$ cat config.mk
export PLATFORM = sky130hd
export DESIGN_NAME = alu_arbiter
export DESIGN_NICKNAME = d
export VERILOG_FILES = /design/src/rtl/alu_arbiter.sv
export SDC_FILE = /design/constraint.sdc
export NUM_CORES = 1
export LEC_CHECK = 0
export ABC_AREA = 1
export CORE_AREA = 2 2 208 210
export DETAILED_ROUTE_END_ITERATION = 10
export DIE_AREA = 0 0 210 212
export PLACE_DENSITY = 0.57
export SYNTH_ARGS = -nofsm -noshare
export SYNTH_HDL_FRONTEND = slang
export SYNTH_SLANG_ARGS = --single-unit
$ cat constraint.sdc
create_clock -name clk_i -period 2.3 [get_ports clk_i]
set_input_delay 0.69 -clock clk_i [delete_from_list [all_inputs] [get_ports clk_i]]
set_output_delay 0.69 -clock clk_i [all_outputs]
set_load 0.02 [all_outputs]
$ cat src/rtl/alu_arbiter.sv
// alu_arbiter: shares one combinational adder/flag ALU between two requesters.
// Requests are granted round-robin. The winner's operands are registered onto
// the ALU inputs, the sum and flags are captured one cycle later, and the
// result is returned to the winner through a valid/ready response handshake.
module alu_arbiter #(
   parameter int WIDTH = 64
) (
   input  logic             clk_i,
   input  logic             reset_i,
   input  logic             a_valid_i,
   output logic             a_ready_o,
   input  logic [WIDTH-1:0] a_inA_i,
   input  logic [WIDTH-1:0] a_inB_i,
   input  logic             b_valid_i,
   output logic             b_ready_o,
   input  logic [WIDTH-1:0] b_inA_i,
   input  logic [WIDTH-1:0] b_inB_i,
   output logic             a_rsp_valid_o,
   input  logic             a_rsp_ready_i,
   output logic             b_rsp_valid_o,
   input  logic             b_rsp_ready_i,
   output logic [WIDTH-1:0] out_o,
   output logic             vflag_o,
   output logic             cflag_o,
   output logic             zflag_o,
   output logic             busy_o,
   output logic [WIDTH-1:0] alu_inA_o,
   output logic [WIDTH-1:0] alu_inB_o,
   input  logic [WIDTH-1:0] alu_out_i,
   input  logic             alu_vflag_i,
   input  logic             alu_cflag_i,
   input  logic             alu_zflag_i
);

   typedef enum logic [1:0] {
      IDLE = 2'd0,
      EXEC = 2'd1,
      RESP = 2'd2
   } state_t;

   state_t state;
   logic   owner;       // requester holding the ALU: 0 = A, 1 = B
   logic   last_grant;  // requester granted most recently: 0 = A, 1 = B
   logic   grant_a;
   logic   grant_b;
   logic   owner_rsp_ready;

   // Round-robin grant, offered only while idle; a lone requester always wins,
   // a tie goes to whichever side was not granted last. Held off during reset.
   always_comb begin
      grant_a = 1'b0;
      grant_b = 1'b0;
      if (state == IDLE && reset_i) begin
         grant_a = a_valid_i & (last_grant | ~b_valid_i);
         grant_b = b_valid_i & (~last_grant | ~a_valid_i);
      end
   end

   assign a_ready_o       = grant_a;
   assign b_ready_o       = grant_b;
   assign busy_o          = (state != IDLE);
   // Only the owner's consume strobe matters; the other side's is ignored.
   assign owner_rsp_ready = owner ? b_rsp_ready_i : a_rsp_ready_i;

   // Sequencer: issue operands, capture ALU result, hold it until consumed.
   always_ff @(posedge clk_i or negedge reset_i) begin
      if (!reset_i) begin
         state         <= IDLE;
         owner         <= 1'b0;
         last_grant    <= 1'b1;
         alu_inA_o     <= '0;
         alu_inB_o     <= '0;
         out_o         <= '0;
         vflag_o       <= 1'b0;
         cflag_o       <= 1'b0;
         zflag_o       <= 1'b0;
         a_rsp_valid_o <= 1'b0;
         b_rsp_valid_o <= 1'b0;
      end else begin
         case (state)
            IDLE: begin
               if (grant_a || grant_b) begin
                  alu_inA_o  <= grant_b ? b_inA_i : a_inA_i;
                  alu_inB_o  <= grant_b ? b_inB_i : a_inB_i;
                  owner      <= grant_b;
                  last_grant <= grant_b;
                  state      <= EXEC;
               end
            end
            EXEC: begin
               out_o         <= alu_out_i;
               vflag_o       <= alu_vflag_i;
               cflag_o       <= alu_cflag_i;
               zflag_o       <= alu_zflag_i;
               a_rsp_valid_o <= ~owner;
               b_rsp_valid_o <= owner;
               state         <= RESP;
            end
            RESP: begin
               if (owner_rsp_ready) begin
                  a_rsp_valid_o <= 1'b0;
                  b_rsp_valid_o <= 1'b0;
                  state         <= IDLE;
               end
            end
            default: begin
               a_rsp_valid_o <= 1'b0;
               b_rsp_valid_o <= 1'b0;
               state         <= IDLE;
            end
         endcase
      end
   end

endmodule

==> run metrics <==
wire length of the first global-routing pass 65.4 mm; post-synthesis cell count 1441; buffer cell driving the clock tree root sky130_fd_sc_hd__clkbuf_16; worst setup path start last_grant; total wire length ~43 mm; CTS H-tree depth 1; WL met2 20.5 mm; FF+latch count, synth roughly 200; placed inst area approximately 17000 um^2; total count of max-transition violations in the final report 0; Clock transition at path regs roughly 0.060 ns; global-route total usage across every layer between 15 and 20%; number of port buffers 528; number of distinct library cells after synthesis 19; post-synthesis sequential area ratio 47.1%; warnings from Yosys 0; PwrDens between 1000 and 1500 nW/um^2; Placer Congestion 0.828; number of flops mapped to enable cells by yosys 0; hold buffer count at cts 0; routed len/inst 17.2 um; antenna violations before repair 1; final setup violation count 0; net count after synthesis 1770; placed wire-length estimate after detailed placement 30.2 mm; FF-to-FF setup slack approximately 0.31 ns; status completed; fraction of layout instances using a drive strength above 1 5.68%; post-synth design cell area ~11000 um^2; layout overhead on the synthesized area 64.0%; die extent in y 212 um; Metal-1 WL 17.8 mm; critical-path maximum fanout 3; CORE AREA ~43000 um^2; starting density of the core 25.1%; fin crit share 98.5%; cell internal pwr 12.4 mW; cell with the most instances after synthesis sky130_fd_sc_hd__nand2_1; worst min path class flop to flop; Post-route DRC 0; clock group share of total power 18.8%; Detailed Routing Iterations Pass 1 4; top layer in use met4; final total negative setup slack 0 ns; Switching Power 8.70 mW; timing-limited maximum frequency 441 MHz; Synth area leaders sky130_fd_sc_hd__dfrtp_1 (47%), sky130_fd_sc_hd__nand2_1 (21%), sky130_fd_sc_hd__nand3_1 (12%); final net count about 2300; critical path startpoint category flop; CTS tree built; Die X 210 um; worst setup path category flop to output port; setup repair after global routing missed its margin true; Top FF cell, synth sky130_fd_sc_hd__dfrtp_1; Vias/cell 4.49; number of violations of the max-capacitance limit 0; TritonCTS Sinks 201; maximum number of pins on one net before global-route repair about 160; transition time at the pin with the least slew margin 0.910 ns; Worst setup EP type output port; Final Cell Area 17500 um^2; number of buffers on the longest clock path 3; relative contribution of combinational cells to total power roughly half; Hold Path Depth 2; share of total power consumed by net switching 41.2%; most used standard cells in the synthesized netlist sky130_fd_sc_hd__nand2_1 (595), sky130_fd_sc_hd__nand3_1 (256), sky130_fd_sc_hd__dfrtp_1 (200); min Tclk post-route 2.27 ns; area share of the largest cell type after synthesis 46.8%; Worst Hold End out_o[6]; number of global-route vias before repair 11200; insertion delay of the later-clocked pin in the worst-skew pair 0.53 ns; initial drt markers 648; number of vias after detailed routing 11200; die outline area 44500 um^2; # rows 76; hold path startpoint out_o[6]; launch point of the worst reg-to-reg path state[0]; Met3 Routed Length 3.50 mm; Leakage Power 8.71 nW; end of the worst register-to-register path alu_inB_o[5]; peak ir drop on the vdd network 0.588 mV; depth of the worst register-to-register path 9; async set or reset register ratio after synthesis 100%; number of clock buffers inserted by TritonCTS 26; Fin Clk Skew about 0.0074 ns; WP data required 1.61 ns; GRT Residual Overflow 0; final antenna-violating net count 0; data arrival at the endpoint of the critical path ~1.6 ns; I/O pin cnt roughly 530; tightest slew margin relative to the limit 39.3%; cell taking the most area after synthesis sky130_fd_sc_hd__dfrtp_1; number of hold violations in the final report 0; per-instance average area after synthesis roughly 7.4 um^2; register share of total power around 29%
[what timing repair did]
item | CTS | global route
endpoints found under the setup margin | 6 | 10
buffers inserted | 3 | 2
pin swaps | 3 | 3
gates resized for setup | 16 | 14
[area by class of cell]
type | count | area (um^2)
Fill cell | 4370 | 25000
Timing Repair Buffer | 578 | 5860
Sequential cell | 201 | 5030
Multi-Input combinational cell | 991 | 4600
Clock buffer | 38 | 767
Tap cell | 546 | 683
Inverter | 137 | 517
Clock inverter | 8 | 65.1
Antenna cell | 1 | 2.50
[cells in the final DEF, fill, tap and decap left out]
| cell | count |
|---|---|
| sky130_fd_sc_hd__inv_1 | 130 |
| sky130_fd_sc_hd__diode_2 | 1 |
| sky130_fd_sc_hd__clkdlybuf4s50_1 | 511 |
| sky130_fd_sc_hd__inv_4 | 1 |
| sky130_fd_sc_hd__nand3_1 | 256 |
| sky130_fd_sc_hd__o21bai_1 | 128 |
| sky130_fd_sc_hd__a21oi_1 | 2 |
| sky130_fd_sc_hd__nor2_1 | 1 |
| sky130_fd_sc_hd__clkinv_2 | 7 |
| sky130_fd_sc_hd__bufinv_16 | 1 |
| sky130_fd_sc_hd__buf_12 | 14 |
| sky130_fd_sc_hd__nand2_1 | 590 |
| sky130_fd_sc_hd__nor2_4 | 2 |
| sky130_fd_sc_hd__dlymetal6s2s_1 | 8 |
| sky130_fd_sc_hd__clkbuf_8 | 6 |
| sky130_fd_sc_hd__buf_4 | 35 |
| sky130_fd_sc_hd__o21ai_0 | 4 |
| sky130_fd_sc_hd__inv_2 | 6 |
| sky130_fd_sc_hd__dfstp_2 | 1 |
| sky130_fd_sc_hd__dfrtp_1 | 200 |
| sky130_fd_sc_hd__nand2_4 | 7 |
| sky130_fd_sc_hd__a21boi_2 | 1 |
| sky130_fd_sc_hd__buf_6 | 3 |
| sky130_fd_sc_hd__clkbuf_16 | 27 |
| sky130_fd_sc_hd__clkbuf_1 | 6 |
| sky130_fd_sc_hd__dlygate4sd2_1 | 6 |
[how the worst max path moves through the flow]
| stage | endpoint | slack, ns | cells after the start |
|---|---|---|---|
| floorplan | b_ready_o | 0.20 | 7 |
| global placement | a_ready_o | -0.67 | 6 |
| detailed placement | a_ready_o | -0.64 | 6 |
| CTS | a_ready_o | -0.06 | 6 |
| global route | b_ready_o | -0.03 | 7 |
| finish | b_ready_o | 0.03 | 7 |
[metal layers]
metal | up-vias | GRT usage (%)
li1 | 5497 | -
met1 | 5275 | 22.8
met2 | 397 | 31.9
met3 | 64 | 5.04
met4 | 0 | 5.58
met5 | - | 0
[power groups by stage]
stage                     logic (mW)  registers [mW]  clock network [mW]
final                           10.9            6.20                3.98
after global routing            11.8            6.41                4.26
after global placement          11.0            6.16                   0
after CTS                       11.1            6.21                4.12
after floorplan                 3.45            8.16                   0
after detailed placement        11.0            6.21                   0
[cells by family (layout without fill, tap and decap cells)]
group                  Yosys count  in the layout  share of synthesized area [%]
AO/OA/AOI/OAI                  135            135                           9.34
buffers and inverters          249            761                           10.4
flip-flops                     201            201                           47.1
other                            0              1                              0
AND/OR/NAND/NOR                856            856                           33.2
[worst max-delay path, cell delays in order (launching register included)]
cell and delay (ns):
sky130_fd_sc_hd__dfstp_2 0.56, sky130_fd_sc_hd__buf_6 0.10, sky130_fd_sc_hd__nand2_4 0.05, sky130_fd_sc_hd__nand2_4 0.08, sky130_fd_sc_hd__inv_4 0.05, sky130_fd_sc_hd__nand2_4 0.05, sky130_fd_sc_hd__inv_2 0.03, sky130_fd_sc_hd__buf_6 0.12
[stage by stage]
step	power, mW	worst slack (ns)	hold WS (ns)	util, %	cells
2_1_floorplan	11.6	0.197	0.394	-	1441
3_3_place_gp	17.1	-0.670	0.453	39.1	2449
3_5_place_dp	17.2	-0.637	0.458	39.1	2449
4_1_cts	21.4	-0.0623	0.473	41.1	2498
5_1_grt	22.5	-0.0329	0.493	41.2	2500
6_report	21.1	0.0350	0.468	41.2	2500
[flip-flops by register name, indices dropped and copies added (netlist names)]
| name | cells |
|---|---|
| cflag_o | 1 |
| out_o | 64 |
| b_rsp_valid_o | 1 |
| owner | 1 |
| a_rsp_valid_o | 1 |
| state | 2 |
| last_grant | 1 |
| alu_inA_o | 64 |
| vflag_o | 1 |
| zflag_o | 1 |
| alu_inB_o | 64 |
Note: power is estimated with default switching activity, not from simulation.
